==> src/rtl/ecc_decode_arbiter.sv <==
// Round-robin arbiter that lends a single ECC decode engine to two NAND
// channels. One job at a time: load IN_WORDS words, decode, unload OUT_WORDS.
module ecc_decode_arbiter #(
  parameter int IN_WORDS  = 288,
  parameter int OUT_WORDS = 256,
  parameter int TIMEOUT   = 65535
) (
  input  logic        clk,
  input  logic        rst,
  input  logic        ch0_req,
  output logic        ch0_grant,
  input  logic        ch0_wr_valid,
  input  logic [31:0] ch0_wr_data,
  output logic        ch0_wr_ready,
  input  logic        ch0_rd_ready,
  output logic        ch0_rd_valid,
  output logic        ch0_done,
  output logic        ch0_fail,
  input  logic        ch1_req,
  output logic        ch1_grant,
  input  logic        ch1_wr_valid,
  input  logic [31:0] ch1_wr_data,
  output logic        ch1_wr_ready,
  input  logic        ch1_rd_ready,
  output logic        ch1_rd_valid,
  output logic        ch1_done,
  output logic        ch1_fail,
  output logic [31:0] rd_data,
  output logic        eng_req,
  input  logic        eng_rdy,
  output logic        eng_wr_en,
  output logic [31:0] eng_data_in,
  output logic        eng_rd_en,
  input  logic [31:0] eng_data_out,
  input  logic        eng_decode_over,
  input  logic        eng_decode_result,
  input  logic        eng_output_over
);

  localparam int MAXW = (IN_WORDS > OUT_WORDS) ? IN_WORDS : OUT_WORDS;
  localparam int CW   = $clog2(MAXW) + 1;
  localparam int TW   = $clog2(TIMEOUT) + 1;
  localparam logic [CW-1:0] IN_LAST = CW'(IN_WORDS - 1);
  localparam logic [CW-1:0] OUT_N   = CW'(OUT_WORDS);
  localparam logic [TW-1:0] T_LAST  = TW'(TIMEOUT - 1);

  typedef enum logic [2:0] {
    S_IDLE, S_REQ, S_LOAD, S_DECODE, S_UNLOAD, S_DONE
  } state_t;

  state_t        state, state_nx;
  logic          gnt, gnt_nx;    // 0 = ch0 owns the engine, 1 = ch1
  logic          last_grant;
  logic [CW-1:0] wcnt;           // words loaded, then reads issued
  logic [CW-1:0] ccnt;           // unload words consumed by the channel
  logic [TW-1:0] tcnt;
  logic          result, tmo, out_over, inflight, hold;

  logic          g_wr_valid, g_rd_ready, load_acc, consume, rd_issue;
  logic [31:0]   g_wr_data;

  assign g_wr_valid = gnt ? ch1_wr_valid : ch0_wr_valid;
  assign g_wr_data  = gnt ? ch1_wr_data  : ch0_wr_data;
  assign g_rd_ready = gnt ? ch1_rd_ready : ch0_rd_ready;
  assign load_acc   = (state == S_LOAD) & g_wr_valid;
  assign consume    = (state == S_UNLOAD) & hold & g_rd_ready;
  // One read in flight; refill the holding register as it drains.
  assign rd_issue   = (state == S_UNLOAD) & (~hold | consume) & ~inflight & (wcnt < OUT_N);

  // Next-state, grant selection and decoded outputs.
  always_comb begin
    state_nx     = state;
    gnt_nx       = gnt;
    ch0_grant    = 1'b0;
    ch1_grant    = 1'b0;
    ch0_wr_ready = 1'b0;
    ch1_wr_ready = 1'b0;
    ch0_rd_valid = 1'b0;
    ch1_rd_valid = 1'b0;
    ch0_done     = 1'b0;
    ch1_done     = 1'b0;
    ch0_fail     = 1'b0;
    ch1_fail     = 1'b0;
    eng_req      = 1'b0;
    eng_wr_en    = load_acc;
    eng_data_in  = 32'd0;
    eng_rd_en    = rd_issue;
    if (state != S_IDLE) begin
      ch0_grant = ~gnt;
      ch1_grant = gnt;
    end
    case (state)
      S_IDLE: begin
        if (ch0_req | ch1_req) begin
          state_nx = S_REQ;
          gnt_nx   = (ch0_req & ch1_req) ? ~last_grant : ch1_req;
        end
      end
      S_REQ: begin
        eng_req = 1'b1;
        if (eng_rdy) state_nx = S_LOAD;
      end
      S_LOAD: begin
        ch0_wr_ready = ~gnt;
        ch1_wr_ready = gnt;
        eng_data_in  = g_wr_data;
        if (load_acc && wcnt == IN_LAST) state_nx = S_DECODE;
      end
      S_DECODE: begin
        if (eng_decode_over)     state_nx = S_UNLOAD;
        else if (tcnt == T_LAST) state_nx = S_DONE;
      end
      S_UNLOAD: begin
        ch0_rd_valid = hold & ~gnt;
        ch1_rd_valid = hold & gnt;
        if (ccnt == OUT_N && (out_over || eng_output_over)) state_nx = S_DONE;
      end
      S_DONE: begin
        ch0_done = ~gnt;
        ch1_done = gnt;
        ch0_fail = ~gnt & (~result | tmo);
        ch1_fail = gnt & (~result | tmo);
        state_nx = S_IDLE;
      end
      default: state_nx = S_IDLE;
    endcase
  end

  // State register, counters, result latch and unload holding register.
  always_ff @(posedge clk or posedge rst) begin
    if (rst) begin
      state      <= S_IDLE;
      gnt        <= 1'b0;
      last_grant <= 1'b1;
      wcnt       <= '0;
      ccnt       <= '0;
      tcnt       <= '0;
      result     <= 1'b0;
      tmo        <= 1'b0;
      out_over   <= 1'b0;
      inflight   <= 1'b0;
      hold       <= 1'b0;
      rd_data    <= 32'd0;
    end else begin
      state <= state_nx;
      gnt   <= gnt_nx;
      case (state)
        S_REQ:  if (eng_rdy) wcnt <= '0;
        S_LOAD: if (load_acc) wcnt <= wcnt + 1'b1;
        S_DECODE: begin
          tcnt <= tcnt + 1'b1;
          if (eng_decode_over) begin
            result <= eng_decode_result;
            wcnt   <= '0;
          end else if (tcnt == T_LAST) begin
            tmo <= 1'b1;
          end
        end
        S_UNLOAD: begin
          inflight <= rd_issue;
          if (rd_issue) wcnt <= wcnt + 1'b1;
          // Capture the word returned one cycle after the read strobe.
          if (inflight) begin
            rd_data <= eng_data_out;
            hold    <= 1'b1;
          end else if (consume) begin
            hold <= 1'b0;
          end
          if (consume) ccnt <= ccnt + 1'b1;
          if (eng_output_over) out_over <= 1'b1;
        end
        S_DONE: begin
          last_grant <= gnt;
          wcnt       <= '0;
          ccnt       <= '0;
          tcnt       <= '0;
          result     <= 1'b0;
          tmo        <= 1'b0;
          out_over   <= 1'b0;
          inflight   <= 1'b0;
          hold       <= 1'b0;
        end
        default: ;
      endcase
    end
  end

endmodule

==> config.mk <==
export PLATFORM = sky130hd
export DESIGN_NAME = ecc_decode_arbiter
export DESIGN_NICKNAME = d
export VERILOG_FILES = /design/src/rtl/ecc_decode_arbiter.sv
export SDC_FILE = /design/constraint.sdc
export NUM_CORES = 1
export LEC_CHECK = 0
export BUFFER_PORTS_ARGS = -buffer_cell sky130_fd_sc_hd__buf_2
export CAP_MARGIN = 5
export CORE_AREA = 3 3 90 101
export CTS_BUF_LIST = sky130_fd_sc_hd__clkbuf_8
export CTS_CLUSTER_DIAMETER = 100
export DETAILED_ROUTE_END_ITERATION = 6
export DIE_AREA = 0 0 93 104
export PLACE_DENSITY = 0.87
export SLEW_MARGIN = 0
export SYNTH_ARGS = -nofsm -noshare
export SYNTH_HDL_FRONTEND = slang
export SYNTH_SLANG_ARGS = --single-unit
==> constraint.sdc <==
create_clock -name clk -period 7.09 [get_ports clk]
set_input_delay 1.418 -clock clk [delete_from_list [all_inputs] [get_ports clk]]
set_output_delay 1.418 -clock clk [all_outputs]
set_load 0.02 [all_outputs]
==> impl_metrics.ini <==
[outcome]
outcome = finished, final reports clean

[cells_and_area]
mostFrequentLayoutCells = buf_2 (184), dfrtp_1 (77), nor2_1 (67), mux2i_1 (38), mux2_2 (32)
fillCellCount = 652
drive_gt1_frac = 0.398
layout_commonest_cell = buf_2
antenna_cells = 0
seqCellArea_sq_um = 1980
syn_to_final_growth_pct = 26.9
multi_input_area_sq_um = 2220
final_net_count = 724
postLayoutCellArea_sq_um = 5540

[detailed_routing]
drtPass1Iterations = 5
postRouteAntennaNets = 0
finalWirelength_mm = 12.1
wl_per_cell_um = 16.7
initialDrtViolationCount = 346
viasPerCell = 5.65
drc = 0
via_count = 4109

[setup_path]
end_kind = primary output
critPathSlowestCell = mux2i_1
cpMostUsedCell = buf_2
crit_fanout = 10
cp_data_required_time_ps = 5670
cp_num_buf_inv = 2
cpPeakStageDelay_ps = 660
worstPathCellList = buf_2 > mux2i_1 > nand2_1 > and3_1 > buf_2
start_kind = input port
critical_path_class = in -> out
crit_arrival_ps = 2640
cp_top_family = multiplexers

[sta]
fmax_ghz = 0.246
worstMarginPinSlew_ps = 983
finalHoldViolCount = 0
rsz0062_at_grt = no
fin_setup_tns_ps = 0
maxSlewViolCount = 0
min_period_ps = 4060
finalCritPeriodShare = 0.573
skew_ps = 9.17
setup_viol = 0
slew_headroom = 0.345

[logic_synthesis]
synthDistinctLibCells = 59
synth_area_sq_um = 4370
synthArstFlopShare = 1.00
synth-edff-count = 0
synth_fp_nets = 549
ys_warn_count = 0
synthFlopType = dfrtp_1
ys_ff_latch = 79
ys_seq_area_frac = 0.453
syn_inst = 436
syn_avg_cell_area_sq_um = 10.0

[floorplanning]
die_x_um = 93
initial_utilization = 0.531
design.die.area_sq_um = 9670
core-area_sq_um = 8230
ios = 185
die_h_um = 104
placementRows = 35

[clock_network]
root_buffer = clkbuf_8
clk_pin_slew_ps = 80
cts_sinks = 79
cts_hold_buf = 0
cts_buffer_depth = 2
insertion_delay_ps = 350
h-tree-depth = 3
cts_made_buffers = 9
cts_tree = done
cts_resized = 0
post-cts-setup-buffers = 0

[grt]
track_usage = 0.249
grt_start_max_net_pins = 80
grt_pass1_wl_mm = 19.1
grt_pass1_vias = 4034
grt.busiest_layer = met2
antenna_found_initial = 0
grt_use_met3 = 0.0572
grt_overflow = 0
met1_usage = 0.268
met2_usage = 0.453

[power]
pwr-share-comb = 0.471
power_density_nw_per_um2 = 329
p_sw_w = 0.000808
internal_power_w = 0.00101
p_leak_nw = 2.90
share_seq_of_total_power = 0.354
switching_share = 0.443
clkPwrFrac = 0.175
ir_drop_v = 0.000144

[job]
drv_cap = 0

[placed_design]
io_buffers = 184
placed_area_sq_um = 5350
gp_congestion = 0.817
dpl.hpwl_mm = 9.35

[min_path]
min_path_type = reg -> reg
-- worst reg2reg max path, delay by kind of cell (launching register included) --
family	cells	cell delay (ps)
compound gates	1	210
simple gates	1	280
mux	2	910
flops	1	350
buf+inv	1	500
-- registers in the layout, summed over array words and instances (netlist names) --
register    flops
ccnt           10
gnt             1
hold            1
inflight        1
last_grant      1
out_over        1
rd_data        32
result          1
state           3
tcnt           17
tmo             1
wcnt           10
-- final cells by class --
class,instances,share of cell area
Clock buffer,10,0.0248
Clock inverter,6,0.00926
Inverter,16,0.0108
Multi-Input combinational cell,317,0.401
Sequential cell,79,0.357
Tap cell,111,0.0251
Timing Repair Buffer,188,0.172
-- per-stage QoR --
| step | total power [W] | std cells | utilization | hold slack [ps] | worst slack [ps] |
|---|---|---|---|---|---|
| floorplan | 0.00124 | 436 | - | 439 | 3490 |
| global placement | 0.00148 | 711 | 0.650 | 448 | 3040 |
| detailed placement | 0.00151 | 711 | 0.650 | 466 | 3050 |
| CTS | 0.00183 | 727 | 0.673 | 480 | 3050 |
| global route | 0.00193 | 727 | 0.673 | 500 | 2890 |
| finish | 0.00182 | 727 | 0.673 | 478 | 3030 |
-- cell families (layout without fill, tap and decap cells) --
| group | after synthesis | after routing | share of synthesized area |
|---|---|---|---|
| AO/OA/AOI/OAI | 54 | 54 | 0.0874 |
| adder cells (fa/ha/maj) | 5 | 5 | 0.0143 |
| flip-flops | 79 | 79 | 0.453 |
| XOR/XNOR | 17 | 17 | 0.0341 |
| buffers and inverters | 40 | 220 | 0.0381 |
| AND/OR/NAND/NOR | 170 | 170 | 0.201 |
| multiplexers | 71 | 71 | 0.172 |
-- synthesized netlist by cell type, types with 2 or more instances --
cell / count / area [sq um]
o211ai_1: 4 / 30.0
o31ai_1: 7 / 52.6
clkbuf_1: 11 / 41.3
inv_1: 16 / 60.1
nor2_1: 67 / 251
ha_1: 5 / 62.6
and3_1: 2 / 12.5
mux2_2: 32 / 360
o21ai_0: 8 / 40.0
o41ai_1: 5 / 43.8
xor2_1: 3 / 26.3
nand3_1: 18 / 90.1
buf_1: 4 / 15.0
a21oi_1: 12 / 60.1
or4_1: 4 / 30.0
or3b_2: 3 / 26.3
and4_1: 3 / 26.3
mux2i_1: 38 / 380
dfrtp_1: 78 / 1950
or3_1: 7 / 43.8
buf_2: 7 / 35.0
nor3_1: 9 / 45.0
o221ai_1: 4 / 35.0
buf_4: 2 / 15.0
nor4_1: 8 / 50.1
xnor2_1: 14 / 123
nor4b_1: 2 / 17.5
nand2_1: 21 / 78.8
nor2b_1: 3 / 18.8
nand2b_1: 5 / 31.3
nand4_1: 6 / 37.5
-- path summary, 6_finish.rpt --
path,endpoint,slack (ps),depth (start not counted),start
max in group asynchronous,gnt$_DFFE_PP0P_,5050,3,rst
setup / recovery,eng_rd_en,3030,5,ch1_rd_ready
hold reg to reg,last_grant$_DFFE_PP1P_,480,2,last_grant$_DFFE_PP1P_
hold / removal,last_grant$_DFFE_PP1P_,480,2,last_grant$_DFFE_PP1P_
setup reg to reg,wcnt[0]$_DFFE_PP0P_,4700,5,gnt$_DFFE_PP0P_
min in group asynchronous,rd_data[1]$_DFFE_PP0P_,1330,3,rst
-- layer usage --
layer | vias to the layer above | routed length, um
met5 | - | 0
met4 | 0 | 417
met3 | 30 | 927
met2 | 188 | 6550
met1 | 1968 | 4240
li1 | 1923 | -
-- power by group through the flow --
stage,Clock [W],Sequential [W],Combinational (W)
floorplan,0,0.000681,0.000564
global placement,0,0.000641,0.000834
global route,0.000346,0.000661,0.000921
detailed placement,0,0.000651,0.000859
CTS,0.000327,0.000642,0.000860
finish,0.000320,0.000645,0.000859
(Power assumes the default switching activity.)
